File: src/rtl/wake_multi.sv
// Wake controller for the word-detection back end: arms on consecutive hits of one
// enabled class, holds wake for a configurable sustain time, then cools down.
module wake_multi #(
    parameter int NUM_CLASSES  = 3,
    parameter int HIT_BW       = 4,
    parameter int SUSTAIN_BW   = 16,
    parameter int COOLDOWN_LEN = 64,
    parameter int CLASS_BW     = (NUM_CLASSES > 1) ? $clog2(NUM_CLASSES) : 1
) (
    input  logic                   clk_i,
    input  logic                   rst_i,
    input  logic [NUM_CLASSES-1:0] data_i,
    input  logic                   valid_i,
    input  logic                   last_i,
    output logic                   ready_o,
    input  logic [NUM_CLASSES-1:0] class_mask_i,
    input  logic [HIT_BW-1:0]      hit_thresh_i,
    input  logic [SUSTAIN_BW-1:0]  sustain_len_i,
    output logic                   wake_o,
    output logic                   wake_pulse_o,
    output logic [CLASS_BW-1:0]    wake_class_o
);

    localparam int CD_BW = (COOLDOWN_LEN > 1) ? $clog2(COOLDOWN_LEN) : 1;
    localparam logic [HIT_BW-1:0] HIT_MAX = '1;
    localparam logic [CD_BW-1:0]  CD_LAST = CD_BW'((COOLDOWN_LEN > 0) ? (COOLDOWN_LEN - 1) : 0);

    typedef enum logic [1:0] {
        IDLE,
        ARM,
        WAKE,
        COOLDOWN
    } state_e;

    state_e                 state_q, state_d;
    logic                   run_q, run_d;
    logic [HIT_BW-1:0]      hit_cnt_q, hit_cnt_d;
    logic [CLASS_BW-1:0]    cand_q, cand_d;
    logic [SUSTAIN_BW-1:0]  sus_cnt_q, sus_cnt_d;
    logic [SUSTAIN_BW-1:0]  sus_len_q, sus_len_d;
    logic [CD_BW-1:0]       cd_cnt_q, cd_cnt_d;
    logic                   wake_q, wake_d;
    logic                   pulse_q, pulse_d;
    logic [CLASS_BW-1:0]    class_q, class_d;

    logic [NUM_CLASSES-1:0] masked;
    logic                   hit_any;
    logic [CLASS_BW-1:0]    hit_class;
    logic                   accept;
    logic                   hit;
    logic [HIT_BW-1:0]      eff_thresh;
    logic [SUSTAIN_BW-1:0]  eff_sustain;
    logic [HIT_BW-1:0]      hit_cnt_inc;
    logic                   enter_wake;

    // run_q keeps ready_o low while reset is held and until the first edge after release
    assign ready_o      = run_q && (state_q != COOLDOWN);
    assign wake_o       = wake_q;
    assign wake_pulse_o = pulse_q;
    assign wake_class_o = class_q;

    assign masked      = data_i & class_mask_i;
    assign hit_any     = |masked;
    assign accept      = valid_i && ready_o;
    assign hit         = accept && hit_any;
    assign eff_thresh  = (hit_thresh_i == '0) ? HIT_BW'(1) : hit_thresh_i;
    assign eff_sustain = (sustain_len_i == '0) ? SUSTAIN_BW'(1) : sustain_len_i;
    assign hit_cnt_inc = (hit_cnt_q == HIT_MAX) ? HIT_MAX : (hit_cnt_q + HIT_BW'(1));

    // Lowest set index of the masked vector wins when several classes fire together
    always_comb begin
        hit_class = '0;
        for (int i = NUM_CLASSES - 1; i >= 0; i--) begin
            if (masked[i]) begin
                hit_class = CLASS_BW'(i);
            end
        end
    end

    always_comb begin
        state_d    = state_q;
        run_d      = 1'b1;
        hit_cnt_d  = hit_cnt_q;
        cand_d     = cand_q;
        sus_cnt_d  = sus_cnt_q;
        sus_len_d  = sus_len_q;
        cd_cnt_d   = cd_cnt_q;
        class_d    = class_q;
        enter_wake = 1'b0;

        case (state_q)
            IDLE: begin
                if (hit) begin
                    if (eff_thresh == HIT_BW'(1)) begin
                        enter_wake = 1'b1;
                    end else if (!last_i) begin
                        state_d   = ARM;
                        hit_cnt_d = HIT_BW'(1);
                        cand_d    = hit_class;
                    end
                end
            end

            ARM: begin
                if (accept) begin
                    if (!hit_any) begin
                        state_d   = IDLE;
                        hit_cnt_d = '0;
                    end else if (hit_class == cand_q) begin
                        if (hit_cnt_inc >= eff_thresh) begin
                            enter_wake = 1'b1;
                        end else if (last_i) begin
                            state_d   = IDLE;
                            hit_cnt_d = '0;
                        end else begin
                            hit_cnt_d = hit_cnt_inc;
                        end
                    end else begin
                        // A different class restarts the streak from one
                        if (HIT_BW'(1) >= eff_thresh) begin
                            enter_wake = 1'b1;
                        end else if (last_i) begin
                            state_d   = IDLE;
                            hit_cnt_d = '0;
                        end else begin
                            hit_cnt_d = HIT_BW'(1);
                            cand_d    = hit_class;
                        end
                    end
                end
            end

            WAKE: begin
                // Retrigger is tested before terminal count so a hit on the last cycle extends wake
                if (hit && (hit_class == class_q)) begin
                    sus_cnt_d = '0;
                end else if (sus_cnt_q == (sus_len_q - SUSTAIN_BW'(1))) begin
                    state_d   = (COOLDOWN_LEN == 0) ? IDLE : COOLDOWN;
                    cd_cnt_d  = '0;
                    hit_cnt_d = '0;
                end else begin
                    sus_cnt_d = sus_cnt_q + SUSTAIN_BW'(1);
                end
            end

            COOLDOWN: begin
                if (cd_cnt_q == CD_LAST) begin
                    state_d   = IDLE;
                    hit_cnt_d = '0;
                end else begin
                    cd_cnt_d = cd_cnt_q + CD_BW'(1);
                end
            end

            default: begin
                state_d = IDLE;
            end
        endcase

        if (enter_wake) begin
            state_d   = WAKE;
            sus_cnt_d = '0;
            sus_len_d = eff_sustain;
            class_d   = hit_class;
            hit_cnt_d = '0;
        end

        wake_d  = (state_d == WAKE);
        pulse_d = enter_wake;
    end

    always_ff @(posedge clk_i or posedge rst_i) begin
        if (rst_i) begin
            state_q   <= IDLE;
            run_q     <= 1'b0;
            hit_cnt_q <= '0;
            cand_q    <= '0;
            sus_cnt_q <= '0;
            sus_len_q <= '0;
            cd_cnt_q  <= '0;
            wake_q    <= 1'b0;
            pulse_q   <= 1'b0;
            class_q   <= '0;
        end else begin
            state_q   <= state_d;
            run_q     <= run_d;
            hit_cnt_q <= hit_cnt_d;
            cand_q    <= cand_d;
            sus_cnt_q <= sus_cnt_d;
            sus_len_q <= sus_len_d;
            cd_cnt_q  <= cd_cnt_d;
            wake_q    <= wake_d;
            pulse_q   <= pulse_d;
            class_q   <= class_d;
        end
    end

endmodule

File: config.mk
export PLATFORM = sky130hd
export DESIGN_NAME = wake_multi
export DESIGN_NICKNAME = d
export VERILOG_FILES = /design/src/rtl/wake_multi.sv
export SDC_FILE = /design/constraint.sdc
export NUM_CORES = 1
export LEC_CHECK = 0
export BUFFER_PORTS_ARGS = -buffer_cell sky130_fd_sc_hd__buf_2
export CAP_MARGIN = 10
export CORE_UTILIZATION = 30
export CTS_CLUSTER_SIZE = 10
export DETAILED_ROUTE_END_ITERATION = 10
export GPL_ROUTABILITY_DRIVEN = 0
export PLACE_DENSITY = 0.49
export SLEW_MARGIN = 20
export SYNTH_ARGS = -nofsm -noshare
export SYNTH_HDL_FRONTEND = slang
export SYNTH_SLANG_ARGS = --single-unit
File: constraint.sdc
create_clock -name clk_i -period 3 [get_ports clk_i]
set_clock_uncertainty 0.05 [all_clocks]
set_input_delay 0 -clock clk_i [delete_from_list [all_inputs] [get_ports clk_i]]
set_output_delay 0 -clock clk_i [all_outputs]
set_load 0.005 [all_outputs]
* Word level (Yosys, flattened, before mapping) *
Cells that the tools add are included.

cells by class
  equal/unequal tests = 30
  mux-type cells = 59
  reduce and logical (&&, ||, !) cells = 15
  add/sub/neg operators = 4
  order comparisons = 2
  bitwise operators = 1

operators by type and width
  operator                 number
  $mux W16                 5
  $mux W4                  15
  $mux W2                  23
  $ne A3 B3 Y1 const B     8
  $ne A2 B2 Y1 const B     10
  $mux W6                  3
  $add A16 B1 Y16 const B  1
  $eq A16 B16 Y1           1
  $logic_not A16 Y1        1
  $pmux W4 S4              1
  $sub A16 B1 Y16 const B  1
  $pmux W6 S2              1
  $ne A5 B5 Y1 const B     2
  $reduce_and A9 Y1        1
  $mux W1                  8
  $pmux W2 S4              1
  $reduce_and A7 Y1        1
  $add A6 B1 Y6 const B    1
  $eq A2 B2 Y1 const B     3
  $eq A6 B6 Y1 const B     1
  $reduce_bool A2 Y1       3
  $add A4 B1 Y4 const B    1
  $eq A2 B2 Y1             2
  $eq A4 B1 Y1 const B     1
  other kinds (13)         16

word-level totals
  output and inout port bits = 5
  input port bits = 30
  bits in registers = 51

* Depth between registers and ports, before layout *
  word-level depth = 11
  depth in mapped cells = 13
  gate-level depth less buffers = 12

* Least setup slack after synthesis *
No wires, ideal clock.

  kind = reg-to-reg
  start point = register sus_len_q[0]
  end point = register cd_cnt_q[0]
  buffers on the path = 1
  setup time = 0.141 ns
  setup slack = -0.051 ns
  cell stages (with the launch flop) = 11
  required time = 2.809 ns
  period minus slack after synthesis = 3.051 ns
  data arrival time = 2.860 ns
  path through = dfrtp_1 inv_1 ha_1 or3b_2 or4_4 xnor2_2 nor4_1 or4b_1 buf_2 o21ai_2 a31oi_1

between the ends
  word-level cells in the longest chain between the ends = 4

RTL lines
  item                                RTL line  source
  from (decl)                         40        logic [SUSTAIN_BW-1:0] sus_len_q, sus_len_d;
  from (signal assigned)              190       sus_len_q <= sus_len_d;
  $sub A16 B1 Y16                     137       end else if (sus_cnt_q == (sus_len_q - SUSTAIN_BW'(1))) begin
  $eq A16 B16 Y1                      137
  $ne A2 B2 Y1 (no source line)       -
  $reduce_and A4 Y1 (no source line)  -
  to (signal assigned)                191       cd_cnt_q <= cd_cnt_d;
  to (decl)                           41        logic [CD_BW-1:0] cd_cnt_q, cd_cnt_d;

Every way passes these cells.
A chain may end at the register's enable or synchronous reset.

* Worst setup path after layout *
  start point = register sus_len_q[3]
  end point = register sus_cnt_q[12]

between the ends
  word-level cells in the longest chain between the ends = 4

RTL lines
  item                                RTL line  source
  $sub A16 B1 Y16                     137
  $eq A16 B16 Y1                      137
  $ne A3 B3 Y1 (no source line)       -
  $reduce_and A2 Y1 (no source line)  -
  to (signal assigned)                189       sus_cnt_q <= sus_cnt_d;
  to (decl)                           39        logic [SUSTAIN_BW-1:0] sus_cnt_q, sus_cnt_d;

Every way passes these cells.

==> flow_summary_export.csv <==
group,metric,value,unit
status,status,"finished with violations",
status,failed_checks,"design-rule violations, negative setup slack",
pwr,ir_worst_vdd,378,µV
routing,drtAntennaViolNets,0,
global_route,grtUsageTotal,17.3,%
synthesis,yosys-top-cells-area,"dfrtp_1, nand2_1, nand3_1",
synthesis,synth-edff-count,0,
floorplan,coreArea,0.0115,mm²
timing,worstMarginPinSlew,687,ps
clocking,cts-root-buf,"clkbuf_16",
pwr,switchingPower,1530,µW
floorplan,die_area,0.0124,mm²
routing,wirelength,10600,µm
place,place_ws,-197,ps
global_route,grt_pass1_vias,3465,
clocking,clk-insertion-delay-late,290,ps
layout,drive_gt1_share,22.6,%
layout,nets,564,
synthesis,synthCells,441,
layout,area_growth,30.3,%
synthesis,async_reset_ff_share,100,%
pwr,power_leakage,0.00208,µW
synthesis,synth_ff_type,"dfrtp_1",
synthesis,synth_seq_cells,51,
floorplan,die_w,111,µm
floorplan,ios,35,
global_route,grt_start_max_net_pins,32,
clocking,clkSlewWorstSetupHoldPaths,70,ps
worst_setup_path,crit_fanout,7,
global_route,use_met3,2.29,%
synthesis,synth_top_area_share,35.6,%
worst_setup_path,critical_path_required,3160,ps
floorplan,num_rows,39,
place,place_inst,640,
global_route,busiest_layer,"met2",
pwr,swShare,42.2,%
layout,post-route-cell-area,0.00468,mm²
floorplan,dieHeight,111,µm
layout,fillerInstances,1153,
worst_setup_path,crit_path_end_kind,"register",
routing,num_vias,3603,
place,hpwl,7650,µm
place,portBuffers,34,
pwr,powerDensity,778,mW/mm²
synthesis,netlist_top_cells_count,"nand2_1, dfrtp_1, nand3_1",
worst_setup_path,arrival,3230,ps
synthesis,synth_cell_types,62,
timing,slew_headroom,54.1,%
timing,rsz0062_at_grt,"true",
clocking,clock-sinks,51,
pwr,clkPwrFrac,17.9,%
layout,stdcell_count,669,
routing,vias_per_cell,5.39,
synthesis,synth_warnings,0,
worst_setup_path,critPathKind,"register to register",
clocking,cts_buffers,5,
worst_setup_path,start_kind,"register",
routing,drt-initial-drc-count,207,
place,placed_area,0.00420,mm²
timing,setup_violations,10,
global_route,antenna_found_initial,0,
min_path,hold_path_class,"primary input to register",
global_route,use_met2,28.5,%
timing,finalCriticalPeriod,3080,ps
synthesis,yosysTopAreaCell,"dfrtp_1",
synthesis,synth_area,0.00359,mm²
global_route,grt_pass1_wl,17600,µm
floorplan,start_util,31.1,%
timing,fin_ws,-75.7,ps
timing,fin_crit_sh,103,%
clocking,cts_buffer_depth,2,
routing,drc,2,
global_route,grtUsageMet1,24.7,%
timing,max_freq,325,MHz
timing,slew_viol_final,0,
synthesis,syn-num-nets,479,
routing,dr.pass1.iters,8,
routing,post_drt_wl_per_cell,15.8,µm
layout,n_antenna_cell,0,
global_route,grt.overflow.total,0,
pwr,comb_power_share,49.3,%
timing,hold_viol,0,
pwr,power.internal,2100,µW
synthesis,ys_seq_area_share,35.6,%
job,cap_viol_max_count,0,
synthesis,syn_avg_cell_area,8.13,µm²
clocking,cts_tree,"yes",
synthesis,post-synth-top-count-cell,"nand2_1",
pwr,seqPwrFrac,32.7,%
clocking,htreeDepth,2,
## kinds of logic after synthesis
group / synth area share, %
and+or+nand+nor: 32.4
AOI/OAI and AO/OA: 19.1
DFF: 35.6
buffers and inverters: 3.91
xor gates and xnor gates: 4.85
adders and majority gates: 2.79
muxes: 1.19
other: 0.105
## worst paths after layout
check                           startpoint             to  slack, ps  depth (start not counted)
min                        class_mask_i[2]      cand_q[1]         40                          3
min in group asynchronous            rst_i  sus_len_q[15]        300                          3
max                           sus_len_q[3]  sus_cnt_q[12]        -80                         10
max in group asynchronous            rst_i   sus_len_q[0]       1830                          4
max reg2reg                   sus_len_q[3]  sus_cnt_q[12]        -80                         10
min reg2reg                    cd_cnt_q[4]    cd_cnt_q[4]        440                          1
## stage by stage
stage / setup TNS (ps) / total power [µW] / hold slack [ps] / utilization (%)
floorplan: 0 / 2340 / 55.4 / -
global placement: -794 / 2870 / 97.2 / 36.5
detailed placement: -1550 / 2910 / 98.0 / 36.5
CTS: -398 / 3600 / 43.9 / 39.6
global route: -2670 / 3960 / 61.8 / 40.6
finish: -390 / 3640 / 44.7 / 40.6
## power by group through the flow
stage,sequential (µW),clock (µW),combinational [µW]
final,1190,652,1790
after global routing,1230,693,2030
after CTS,1190,674,1740
after detailed placement,1200,0,1710
after global placement,1190,0,1680
after floorplan,1120,0,1220
## cell usage in the layout (no fill, tap or decap), types with 9 or more instances in the layout
cell / count
a31oi_1: 15
buf_2: 34
buf_4: 43
dfrtp_1: 51
dlygate4sd3_1: 17
inv_1: 9
nand2_1: 81
nand2b_1: 10
nand3_1: 32
nand4_1: 13
nor2_1: 28
nor3_1: 9
o211ai_1: 13
o21ai_0: 15
or4_1: 9
xor2_1: 11
## flip-flops by register name, summed over array words and instances (netlist names)
register      flops
cand_q            2
cd_cnt_q          6
hit_cnt_q         4
run_q             1
state_q           2
sus_cnt_q        16
sus_len_q        16
wake_class_o      2
wake_o            1
wake_pulse_o      1
## per-layer routing
metal,vias to the layer above,wire (µm)
met2,48,5060
met5,-,0
met3,2,290
li1,1800,-
met4,0,29
met1,1753,5200
## timing repair
action | 4_1_cts | 5_1_grt
gates cloned | 0 | 1
pin swaps | 10 | 21
gates resized for setup | 5 | 14
hold buffers | 17 | 0
hold endpoints to repair | 46 | 0
endpoints found under the setup margin | 17 | 29
setup buffers | 1 | 4
## worst max-delay path: stages (launching register included)
cell and delay (ps):
dfrtp_1 380, or4_4 540, or4_4 530, xnor2_4 210
nor4_4 70, buf_4 130, nor4b_4 130, buf_4 150
clkbuf_16 150, or4_1 490, a31oi_1 150
## cell type report
| cell class | instances | area, µm² | share of cell area [%] |
|---|---|---|---|
| inverters | 14 | 52.6 | 1.12 |
| repair buffers | 98 | 731 | 15.6 |
| multi-input cells | 356 | 2270 | 48.6 |
| clock buffers | 5 | 125 | 2.68 |
| clock inverters | 2 | 37.5 | 0.803 |
| flip-flops and latches | 51 | 1280 | 27.3 |
| well taps | 143 | 179 | 3.83 |
Power figures use the tool's default switching activity.
